$ cat src/rtl/par_serial_tx.sv
// Byte-to-bit serializer: every 8th clock loads a payload byte (or the idle symbol)
// and shifts it out MSB first, with byte-start and payload-active markers.
module par_serial_tx #(
    parameter logic [7:0] IDLE_SYM   = 8'hBC,
    parameter int         INIT_BYTES = 4
) (
    input  logic       clk_in,
    input  logic       reset_L,
    input  logic [7:0] data_in,
    input  logic       valid_in,
    output logic       ready_out,
    output logic       data_out,
    output logic       byte_start,
    output logic       active_out
);

    localparam int ICW = (INIT_BYTES > 1) ? $clog2(INIT_BYTES + 1) : 1;
    localparam logic [ICW-1:0] INIT_LAST = ICW'(INIT_BYTES - 1);

    typedef enum logic [1:0] {
        ST_INIT = 2'd0,
        ST_IDLE = 2'd1,
        ST_DATA = 2'd2
    } state_e;

    state_e         state_q, state_d;
    logic [2:0]     cnt_q, cnt_d;
    logic [ICW-1:0] init_cnt_q, init_cnt_d;
    logic [6:0]     shift_q, shift_d;
    logic           dout_q, dout_d;
    logic           bstart_q, bstart_d;
    logic           active_q, active_d;
    logic           load_s;
    logic           hs_s;
    logic [7:0]     byte_s;

    assign load_s     = (cnt_q == 3'd7);
    assign ready_out  = reset_L && load_s && (state_q != ST_INIT);
    assign hs_s       = valid_in && ready_out;
    assign byte_s     = hs_s ? data_in : IDLE_SYM;

    assign data_out   = dout_q;
    assign byte_start = bstart_q;
    assign active_out = active_q;

    // Datapath next-state: load a fresh byte on load edges, otherwise shift out the next bit
    always_comb begin
        cnt_d    = cnt_q + 3'd1;
        shift_d  = shift_q;
        dout_d   = dout_q;
        bstart_d = 1'b0;
        active_d = active_q;
        if (load_s) begin
            dout_d   = byte_s[7];
            shift_d  = byte_s[6:0];
            bstart_d = 1'b1;
            active_d = hs_s;
        end else begin
            dout_d  = shift_q[6];
            shift_d = {shift_q[5:0], 1'b0};
        end
    end

    // Control FSM next-state: transitions only happen on load edges
    always_comb begin
        state_d    = state_q;
        init_cnt_d = init_cnt_q;
        case (state_q)
            ST_INIT: begin
                if (load_s) begin
                    init_cnt_d = init_cnt_q + 1'b1;
                    if (init_cnt_q == INIT_LAST) begin
                        state_d = ST_IDLE;
                    end else begin
                        state_d = ST_INIT;
                    end
                end else begin
                    state_d = ST_INIT;
                end
            end
            ST_IDLE, ST_DATA: begin
                if (load_s) begin
                    state_d = hs_s ? ST_DATA : ST_IDLE;
                end else begin
                    state_d = state_q;
                end
            end
            default: begin
                state_d    = ST_INIT;
                init_cnt_d = '0;
            end
        endcase
    end

    // State and output registers; reset aborts any byte in flight
    always_ff @(posedge clk_in) begin
        if (!reset_L) begin
            state_q    <= ST_INIT;
            init_cnt_q <= '0;
            cnt_q      <= 3'd7;
            shift_q    <= 7'd0;
            dout_q     <= 1'b0;
            bstart_q   <= 1'b0;
            active_q   <= 1'b0;
        end else begin
            state_q    <= state_d;
            init_cnt_q <= init_cnt_d;
            cnt_q      <= cnt_d;
            shift_q    <= shift_d;
            dout_q     <= dout_d;
            bstart_q   <= bstart_d;
            active_q   <= active_d;
        end
    end

endmodule

$ cat config.mk
export PLATFORM = sky130hd
export DESIGN_NAME = par_serial_tx
export DESIGN_NICKNAME = d
export VERILOG_FILES = /design/src/rtl/par_serial_tx.sv
export SDC_FILE = /design/constraint.sdc
export NUM_CORES = 1
export LEC_CHECK = 0
export CAP_MARGIN = 20
export CORE_MARGIN = 2
export CORE_UTILIZATION = 52
export CTS_CLUSTER_DIAMETER = 50
export DETAILED_ROUTE_END_ITERATION = 10
export PLACE_DENSITY = 0.8
export SYNTH_ARGS = -nofsm -noshare
export SYNTH_HDL_FRONTEND = slang
export SYNTH_SLANG_ARGS = --single-unit
$ cat constraint.sdc
create_clock -name clk_in -period 3.4 [get_ports clk_in]
set_input_delay 0.68 -clock clk_in [delete_from_list [all_inputs] [get_ports clk_in]]
set_output_delay 0.68 -clock clk_in [all_outputs]
set_load 0.02 [all_outputs]
==> flow_metrics.env, run 1 <==
export IMPL_die_area_um2=1800
export IMPL_synthMuxAreaShare_pct=0
export IMPL_power_density_nw_per_um2=443
export IMPL_intPower_mw=0.311
export IMPL_ant_nets=0
export IMPL_syn_to_final_growth_pct=20.7
export IMPL_nFillCells=98
export IMPL_critPathKind="reg -> out"
export IMPL_slowest_delay_ns=0.60
export IMPL_syn_nets=85
export IMPL_dp_hpwl_um=891
export IMPL_vias=542
export IMPL_synth_top_flop_cell="dfxtp_1"
export IMPL_syn_avg_cell_area_um2=11.3
export IMPL_gp_congestion=0.728
export IMPL_finalPower_mw=0.411
export IMPL_synth_largest_area_cell="dfxtp_1"
export IMPL_syn_inst=68
export IMPL_relSlewSlack_pct=62.1
export IMPL_clock_skew_ns=0.00394
export IMPL_p_leak_nw=0.378
export IMPL_cp_arrival_ns=2.11
export IMPL_cp_top_family="adder cells"
export IMPL_synth_edf_count=0
export IMPL_worstPathRequired_ns=2.72
export IMPL_hold_path_class="reg -> reg"
export IMPL_rows=13
export IMPL_stdcell_area_um2=927
export IMPL_dieHeight_um=42.4
export IMPL_core_area_um2=1330
export IMPL_cts_root_buf="clkbuf_4"
export IMPL_synthXorXnorAreaFrac_pct=0
export IMPL_worst_pin_slew_ns=0.568
export IMPL_synthTopCellsByArea="dfxtp_1 47%, ha_1 9.8%, o221a_1 5.9%, a21boi_1 2.9%, buf_6 2.9%"
export IMPL_period_share_pct=82.1
export IMPL_fin_crit_ns=2.79
export IMPL_cts_buffers=3
export IMPL_synth_common_cells="18 x dfxtp_1, 6 x ha_1, 4 x inv_1, 4 x o221a_1"
export IMPL_ys_seq_area_share_pct=46.9
export IMPL_switching_share_pct=24.4
export IMPL_synth_simple_area_share_pct=19.4
export IMPL_synth_cell_types=26
export IMPL_ctsResizeCount=0
export IMPL_setup_tns_ns=0
export IMPL_numClockSinks=18
export IMPL_drtPass1Iterations=4
export IMPL_routed_wl_mm=1.26
export IMPL_power_frac_seq_pct=57.2
export IMPL_fp_dieW_um=42.4
export IMPL_antenna_found_initial=0
export IMPL_wl_per_cell_um=12.8
export IMPL_path_max_fanout=16
export IMPL_vias_per_cell=5.53
export IMPL_yosysMostFrequentCell="dfxtp_1"
export IMPL_final_hold_viol_count=0
export IMPL_grt_usage_pct=15.9
export IMPL_grt_max_degree=19
export IMPL_power_switching_mw=0.100
export IMPL_htree_levels=1
export IMPL_grt_pass1_vias=515
export IMPL_max_cap_viol_count=0
export IMPL_synth_seq_cells=18
export IMPL_p_comb_share_pct=17.7
export IMPL_synth_top_area_share_pct=46.9
export IMPL_drtIter0Drc=6
export IMPL_finalMaxSlewViolations=0
export IMPL_syn_area_um2=768
export IMPL_cpMostUsedCell="ha_1"
export IMPL_start_kind="flop"
export IMPL_remaining_drc_errors=0
export IMPL_portBuffers=14
export IMPL_layout_drive_gt1_share_pct=12.0
export IMPL_cts_clk_slew_worst_paths_ns=0.09
export IMPL_grt_pass1_wl_mm=2.16
export IMPL_status="completed"
export IMPL_cpMaxStageDelayCell="clkdlybuf4s50_1"
export IMPL_grt_ovfl_total=0
export IMPL_dp_slack_ns=0.715
export IMPL_critPathBufInv=1
export IMPL_ys_async_sr_fraction_pct=0
export IMPL_fin_cells=98
export IMPL_cts_setup_buffers=0
export IMPL_clk_path_buf_depth=2
export IMPL_max_freq_mhz=358
export IMPL_pwr_share_clk_pct=25.1
export IMPL_synth_compound_area_share_pct=18.1
export IMPL_nets=102
export IMPL_crit_chain="ha_1 > ha_1 > nand2_4 > nor2_1 > clkdlybuf4s50_1"
export IMPL_holdBufCountCts=0
export IMPL_vdd_drop_max_mv=0.325
export IMPL_io_pin_count=15
export IMPL_finalSetupViolations=0
export IMPL_start_util_pct=57.6
export IMPL_ys_warn_count=0
export IMPL_synth_top_family_by_area="simple AND/OR/NAND/NOR gates"
export IMPL_place_inst=95
export IMPL_endpoint_kind="output port"
export IMPL_insertedDiodeCount=0
export IMPL_post_dp_cell_area_um2=905
export IMPL_cts_tree="done"
export IMPL_fin_ws_ns=0.607
export IMPL_clock_latency_ns=0.29
export IMPL_rsz0062_at_grt="no"
export IMPL_synth_adder_area_share_pct=9.77
power by group through the flow:
stage                     Combinational [mW]  Sequential, mW  Clock, mW
final                                 0.0728           0.235      0.103
after global routing                  0.0807           0.237      0.113
after CTS                             0.0738           0.236      0.105
after detailed placement              0.0734           0.240          0
after global placement                0.0728           0.240          0
after floorplan                       0.0495           0.243          0
sequential cells by signal, indices dropped and copies added, names as in the netlist:
name	count
shift_q	7
cnt_q	3
init_cnt_q	3
state_q	2
active_out	1
byte_start	1
data_out	1
per-stage QoR:
| step | util (%) | hold slack (ns) |
|---|---|---|
| final | 69.5 | 0.394 |
| after global routing | 69.5 | 0.409 |
| after CTS | 69.5 | 0.398 |
| after detailed placement | 67.8 | 0.375 |
| after global placement | 67.8 | 0.370 |
| after floorplan | - | 0.362 |
routing by layer:
| layer | part of all wire (%) | GRT usage, % |
|---|---|---|
| met1 | 49 | 20.4 |
| met2 | 43 | 23.7 |
| met3 | 6.2 | 5.60 |
| met4 | 2.1 | 7.50 |
| met5 | 0 | 0 |
worst paths after layout:
| kind | start | endpoint | slack, ns | cells after the start |
|---|---|---|---|---|
| hold / removal | cnt_q[0]$_SDFF_PN1_ | cnt_q[0]$_SDFF_PN1_ | 0.39 | 1 |
| setup reg to reg | cnt_q[0]$_SDFF_PN1_ | shift_q[1]$_SDFF_PN0_ | 1.70 | 5 |
| hold reg to reg | cnt_q[0]$_SDFF_PN1_ | cnt_q[0]$_SDFF_PN1_ | 0.39 | 1 |
| setup / recovery | cnt_q[0]$_SDFF_PN1_ | ready_out | 0.61 | 5 |
cells in the final DEF (no fill, tap or decap), types with 2 or more instances in the layout:
cell type	synthesis	final
clkdlybuf4s50_1	0	14
nand4b_1	2	2
nand2b_1	3	3
ha_1	6	6
and2b_2	2	2
o221a_1	4	4
dfxtp_1	18	18
inv_1	4	4
clkbuf_4	0	3
nor2b_1	3	3
a21boi_1	3	3
a21oi_1	3	3
o21ai_0	3	3
or2_0	2	2
layout make-up:
type	count	area (um^2)	area share [%]
multi-input combinational	43	363	39.1
inverter	4	15.0	1.62
sequential	18	360	38.9
timing repair buffer	15	148	15.9
tap	15	18.8	2.02
clock buffer	3	22.5	2.43
cells by family after synthesis:
family,Yosys count
buf+inv,7
compound gates,17
simple gates,20
fa+ha+maj,6
flops,18
Note: power is estimated with default switching activity, not from simulation.
==> run 2, diff against run 1 <==
- CORE_UTILIZATION: 52 -> 48
- PLACE_DENSITY: 0.8 -> 0.75
- clock period: 3.4 -> 2.6 ns (I/O delays scaled with it)
==> run 2 against run 1 <==
Sequential power grew 31%. Critical path depth shrank 1. First-iteration DRC count shrank 83%. Final area grew 2.4%. Clock power grew 64%. Global-route usage grew 1.1 points. Power grew 40%. Sequential share of layout area shrank 0.92 points. Non-clock buffer count grew 1. Flip-flop and latch count is the same. Utilization shrank 6.5 points. Critical path type is now in -> out. Critical endpoint unchanged. Largest power group unchanged.
==> flow_metrics.env, run 2 (same netlist as run 1, synthesis figures left out) <==
export IMPL_endpoint_kind="output port"
export IMPL_mostFrequentLayoutCells="18 x dfxtp_1, 14 x clkdlybuf4s50_1, 6 x ha_1, 4 x inv_1, 4 x o221a_1"
export IMPL_largest_register_ffs=7
export IMPL_grt_usage_pct=17.1
export IMPL_status="completed"
export IMPL_ant_nets=0
export IMPL_power_density_nw_per_um2=606
export IMPL_finalSetupViolations=0
export IMPL_cpMaxStageDelayCell="clkdlybuf4s50_1"
export IMPL_relSlewSlack_pct=86.0
export IMPL_nFillCells=126
export IMPL_layout_commonest_cell="dfxtp_1"
export IMPL_holdWs_ns=0.401
export IMPL_cts_root_buf="clkbuf_4"
export IMPL_path_max_fanout=3
export IMPL_hold_path_class="reg -> reg"
export IMPL_critPathKind="in -> out"
export IMPL_clock_skew_ns=0.00393
export IMPL_vias=545
export IMPL_worstPathRequired_ns=2.08
export IMPL_max_freq_mhz=430
export IMPL_core_area_um2=1510
export IMPL_layout_drive_gt1_share_pct=14.1
export IMPL_fp_dieW_um=44.0
export IMPL_finalMaxSlewViolations=0
export IMPL_slowest_delay_ns=0.60
export IMPL_cts_tree="done"
export IMPL_portBuffers=14
export IMPL_grt_max_degree=19
export IMPL_reg_largest_list="shift_q (7), cnt_q (3), init_cnt_q (3)"
export IMPL_numClockSinks=18
export IMPL_holdBufCountCts=0
export IMPL_cts_setup_buffers=0
export IMPL_die_area_um2=1940
export IMPL_cp_num_cells=4
export IMPL_drtPass1Iterations=3
export IMPL_clk_path_buf_depth=2
export IMPL_cp_top_family="buffers and inverters"
export IMPL_min_path_cells=1
export IMPL_max_cap_viol_count=0
export IMPL_worst_pin_slew_ns=0.208
export IMPL_insertedDiodeCount=0
export IMPL_period_share_pct=89.5
export IMPL_regMostFlops="shift_q"
export IMPL_seqCellArea_um2=360
export IMPL_syn_to_final_growth_pct=23.6
export IMPL_start_util_pct=51.0
export IMPL_clock_latency_ns=0.29
export IMPL_rows=14
export IMPL_multi_input_area_um2=363
export IMPL_dieHeight_um=44.0
export IMPL_crit_chain="clkdlybuf4s50_1 > nand2_4 > nor2_1 > clkdlybuf4s50_1"
export IMPL_cts_buffers=3
export IMPL_start_kind="input pin"
export IMPL_critPathBufInv=2
export IMPL_routed_wl_mm=1.23
export IMPL_io_pin_count=15
export IMPL_cts_clk_slew_worst_paths_ns=0.10
export IMPL_htree_levels=1
export IMPL_remaining_drc_errors=0
export IMPL_grt_pass1_wl_mm=2.37
export IMPL_fin_crit_ns=2.33
export IMPL_grt_pass1_vias=557
export IMPL_antenna_found_initial=0
export IMPL_grt_ovfl_total=0
export IMPL_r2r_cells=5
export IMPL_ctsResizeCount=0
export IMPL_vdd_drop_max_mv=0.406
export IMPL_cpMostUsedCell="clkdlybuf4s50_1"
export IMPL_gp_congestion=0.643
export IMPL_drtIter0Drc=1
export IMPL_p_leak_nw=0.390
export IMPL_final_hold_viol_count=0
export IMPL_rsz0062_at_grt="no"
export IMPL_nets=103
export IMPL_cp_arrival_ns=1.81
export IMPL_vias_per_cell=5.40
export IMPL_wl_per_cell_um=12.1
export IMPL_setup_tns_ns=0
## run 2: changes by cell type in the layout (fill, tap and decap cells not counted)
cell      change
buf_4         +1
clkbuf_8      +1
## run 2: worst paths after layout
check / from / end / slack, ns
worst max-delay path: reset_L / ready_out / 0.27
worst min-delay path: cnt_q[0]$_SDFF_PN1_ / cnt_q[0]$_SDFF_PN1_ / 0.40
worst max register to register: cnt_q[0]$_SDFF_PN1_ / state_q[0]$_SDFFE_PN0P_ / 1.04
worst min register to register: cnt_q[0]$_SDFF_PN1_ / cnt_q[0]$_SDFF_PN1_ / 0.40
## run 2: area by class of cell
cell class | count | area share [%]
well taps | 16 | 2.11
multi-input cells | 43 | 38.2
clock buffers | 4 | 3.82
flip-flops and latches | 18 | 37.9
inverters | 4 | 1.58
repair buffers | 16 | 16.3
## run 2: per-stage QoR
stage	std cells	utilization, %	cell area, um^2	setup WS (ns)	power (mW)
floorplan	68	-	768	0.895	0.382
global placement	97	60.6	913	0.273	0.412
detailed placement	97	60.6	913	0.265	0.414
CTS	101	63.0	950	0.264	0.582
global route	101	63.0	950	0.178	0.611
finish	101	63.0	950	0.274	0.576
## run 2: worst register-to-register path, stage by stage (launching register included)
cell and delay [ns]:
dfxtp_1 0.33, ha_1 0.20, ha_1 0.22, buf_4 0.20
and4b_1 0.26, o41ai_2 0.27
## run 2: power breakdown
| part | internal, mW | total [mW] | leakage, nW | switching (mW) |
|---|---|---|---|---|
| combinational | 0.0557 | 0.0991 | 0.221 | 0.0434 |
| sequential | 0.300 | 0.307 | 0.148 | 0.00760 |
| clock | 0.0853 | 0.169 | 0.0210 | 0.0840 |
| total | 0.441 | 0.576 | 0.390 | 0.135 |
## run 2: per-layer routing
metal | track usage (%) | up-vias | share of wire (%)
li1 | - | 278 | -
met3 | 3.75 | 5 | 3.8
met4 | 10.9 | 0 | 2.8
met5 | 0 | - | 0
met2 | 27.4 | 11 | 44
met1 | 20.4 | 251 | 49
==> run 3, diff against run 2 <==
- CORE_UTILIZATION: 48 -> 52
- PLACE_DENSITY: 0.75 -> 0.8
- clock period: 2.6 -> 2.8 ns (I/O delays scaled with it)
==> run 3 against run 2 <==
Non-clock buffer count unchanged. Highest routed layer unchanged. Count of clock-buffer cells in the layout unchanged. Clock skew grew 0.0031 ns. Power decreased by 6.9%. Largest cell class unchanged. Via count grew 2.4%. First-iteration DRC count rose to 4.0 times the previous value. Sequential share of layout area rose by 0.050 points.
==> flow_metrics.env, run 3 (same netlist as run 1, synthesis figures left out) <==
export IMPL_status="completed"
export IMPL_finalMaxSlewViolations=0
export IMPL_clk_path_buf_depth=2
export IMPL_cpMaxStageDelayCell="clkdlybuf4s50_1"
export IMPL_fp_dieW_um=42.4
export IMPL_vias=558
export IMPL_vdd_drop_max_mv=0.322
export IMPL_vias_per_cell=5.58
export IMPL_gp_congestion=0.712
export IMPL_rsz0062_at_grt="no"
export IMPL_drtPass1Iterations=4
export IMPL_hold_path_class="reg -> reg"
export IMPL_max_freq_mhz=417
export IMPL_holdBufCountCts=0
export IMPL_setup_tns_ns=0
export IMPL_core_area_um2=1330
export IMPL_cp_arrival_ns=1.84
export IMPL_largest_register_ffs=7
export IMPL_ctsResizeCount=0
export IMPL_period_share_pct=85.6
export IMPL_cts_tree="done"
export IMPL_path_max_fanout=3
export IMPL_start_kind="input pin"
export IMPL_routed_wl_mm=1.29
export IMPL_max_cap_viol_count=0
export IMPL_crit_chain="clkdlybuf4s50_1 > nand2_4 > nor2_1 > clkdlybuf4s50_1"
export IMPL_ant_nets=0
export IMPL_cts_clk_slew_worst_paths_ns=0.09
export IMPL_place_inst=96
export IMPL_layout_drive_gt1_share_pct=14.1
export IMPL_die_area_um2=1800
export IMPL_nets=103
export IMPL_fin_ws_ns=0.404
export IMPL_start_util_pct=57.6
export IMPL_relSlewSlack_pct=84.1
export IMPL_fin_cells=100
export IMPL_endpoint_kind="output port"
export IMPL_cts_setup_buffers=0
export IMPL_grt_ovfl_total=0
export IMPL_dieHeight_um=42.4
export IMPL_remaining_drc_errors=0
export IMPL_io_pin_count=15
export IMPL_critPathKind="in -> out"
export IMPL_regMostFlops="shift_q"
export IMPL_rows=13
export IMPL_numClockSinks=18
export IMPL_clock_skew_ns=0.00698
export IMPL_dp_slack_ns=0.398
export IMPL_fin_crit_ns=2.40
export IMPL_layout_commonest_cell="dfxtp_1"
export IMPL_mostFrequentLayoutCells="18 x dfxtp_1, 14 x clkdlybuf4s50_1, 6 x ha_1, 4 x inv_1, 4 x o221a_1"
export IMPL_grt_pass1_vias=542
export IMPL_grt_usage_pct=16.8
export IMPL_htree_levels=1
export IMPL_worstPathRequired_ns=2.24
export IMPL_wl_per_cell_um=12.9
export IMPL_insertedDiodeCount=0
export IMPL_antenna_found_initial=0
export IMPL_nFillCells=109
export IMPL_final_hold_viol_count=0
export IMPL_cpMostUsedCell="clkdlybuf4s50_1"
export IMPL_syn_to_final_growth_pct=23.5
export IMPL_p_leak_nw=0.390
export IMPL_finalSetupViolations=0
export IMPL_cts_buffers=3
export IMPL_critPathBufInv=2
export IMPL_slowest_delay_ns=0.60
export IMPL_grt_pass1_wl_mm=2.24
export IMPL_drtIter0Drc=4
export IMPL_power_density_nw_per_um2=565
export IMPL_cts_root_buf="clkbuf_4"
export IMPL_clock_latency_ns=0.29
export IMPL_dp_hpwl_um=923
export IMPL_cp_top_family="buffers and inverters"
export IMPL_portBuffers=14
export IMPL_grt_max_degree=19
export IMPL_reg_largest_list="shift_q (7), cnt_q (3), init_cnt_q (3)"
export IMPL_worst_pin_slew_ns=0.235
==> run 3: power breakdown <==
part           switching [mW]  internal [mW]
Clock                  0.0783         0.0793
Sequential            0.00729          0.278
Combinational          0.0410         0.0519
==> run 3: final cells by class <==
cell class	count	area [um^2]	area share [%]
multi-input cells	43	363	38.3
flip-flops and latches	18	360	38.0
repair buffers	16	155	16.4
clock buffers	4	36.3	3.83
well taps	15	18.8	1.98
inverters	4	15.0	1.58
==> run 3: final timing paths <==
kind                  startpoint                       to  slack [ns]  cells after the start
max                      reset_L                ready_out        0.40                      4
min          cnt_q[0]$_SDFF_PN1_      cnt_q[0]$_SDFF_PN1_        0.39                      1
max reg2reg  cnt_q[0]$_SDFF_PN1_  state_q[0]$_SDFFE_PN0P_        1.21                      5
min reg2reg  cnt_q[0]$_SDFF_PN1_      cnt_q[0]$_SDFF_PN1_        0.39                      1
==> run 3: per-stage QoR <==
step                      power [mW]  hold slack, ns  utilization (%)  instance area (um^2)
final                          0.536           0.393             71.1                   948
after global placement         0.381           0.371             68.4                   912
after CTS                      0.542           0.397             71.1                   948
after floorplan                0.355           0.362                -                   768
after detailed placement       0.385           0.374             68.4                   912
after global routing           0.561           0.426             71.1                   948
==> run 3: routing by layer <==
metal | up-vias | track usage (%) | wire length (um)
met4 | 0 | 9.38 | 20
met5 | - | 0 | 0
li1 | 278 | - | -
met3 | 4 | 2.59 | 57
met2 | 13 | 28.3 | 634
met1 | 263 | 20.2 | 574
==> run 3: worst reg2reg max path: cells and delay by family (launching register included) <==
| family | cells | cell delay (ns) |
|---|---|---|
| adder cells (fa/ha/maj) | 2 | 0.42 |
| flip-flops | 1 | 0.32 |
| AO/OA/AOI/OAI | 1 | 0.29 |
| AND/OR/NAND/NOR | 1 | 0.26 |
| buffers and inverters | 1 | 0.20 |
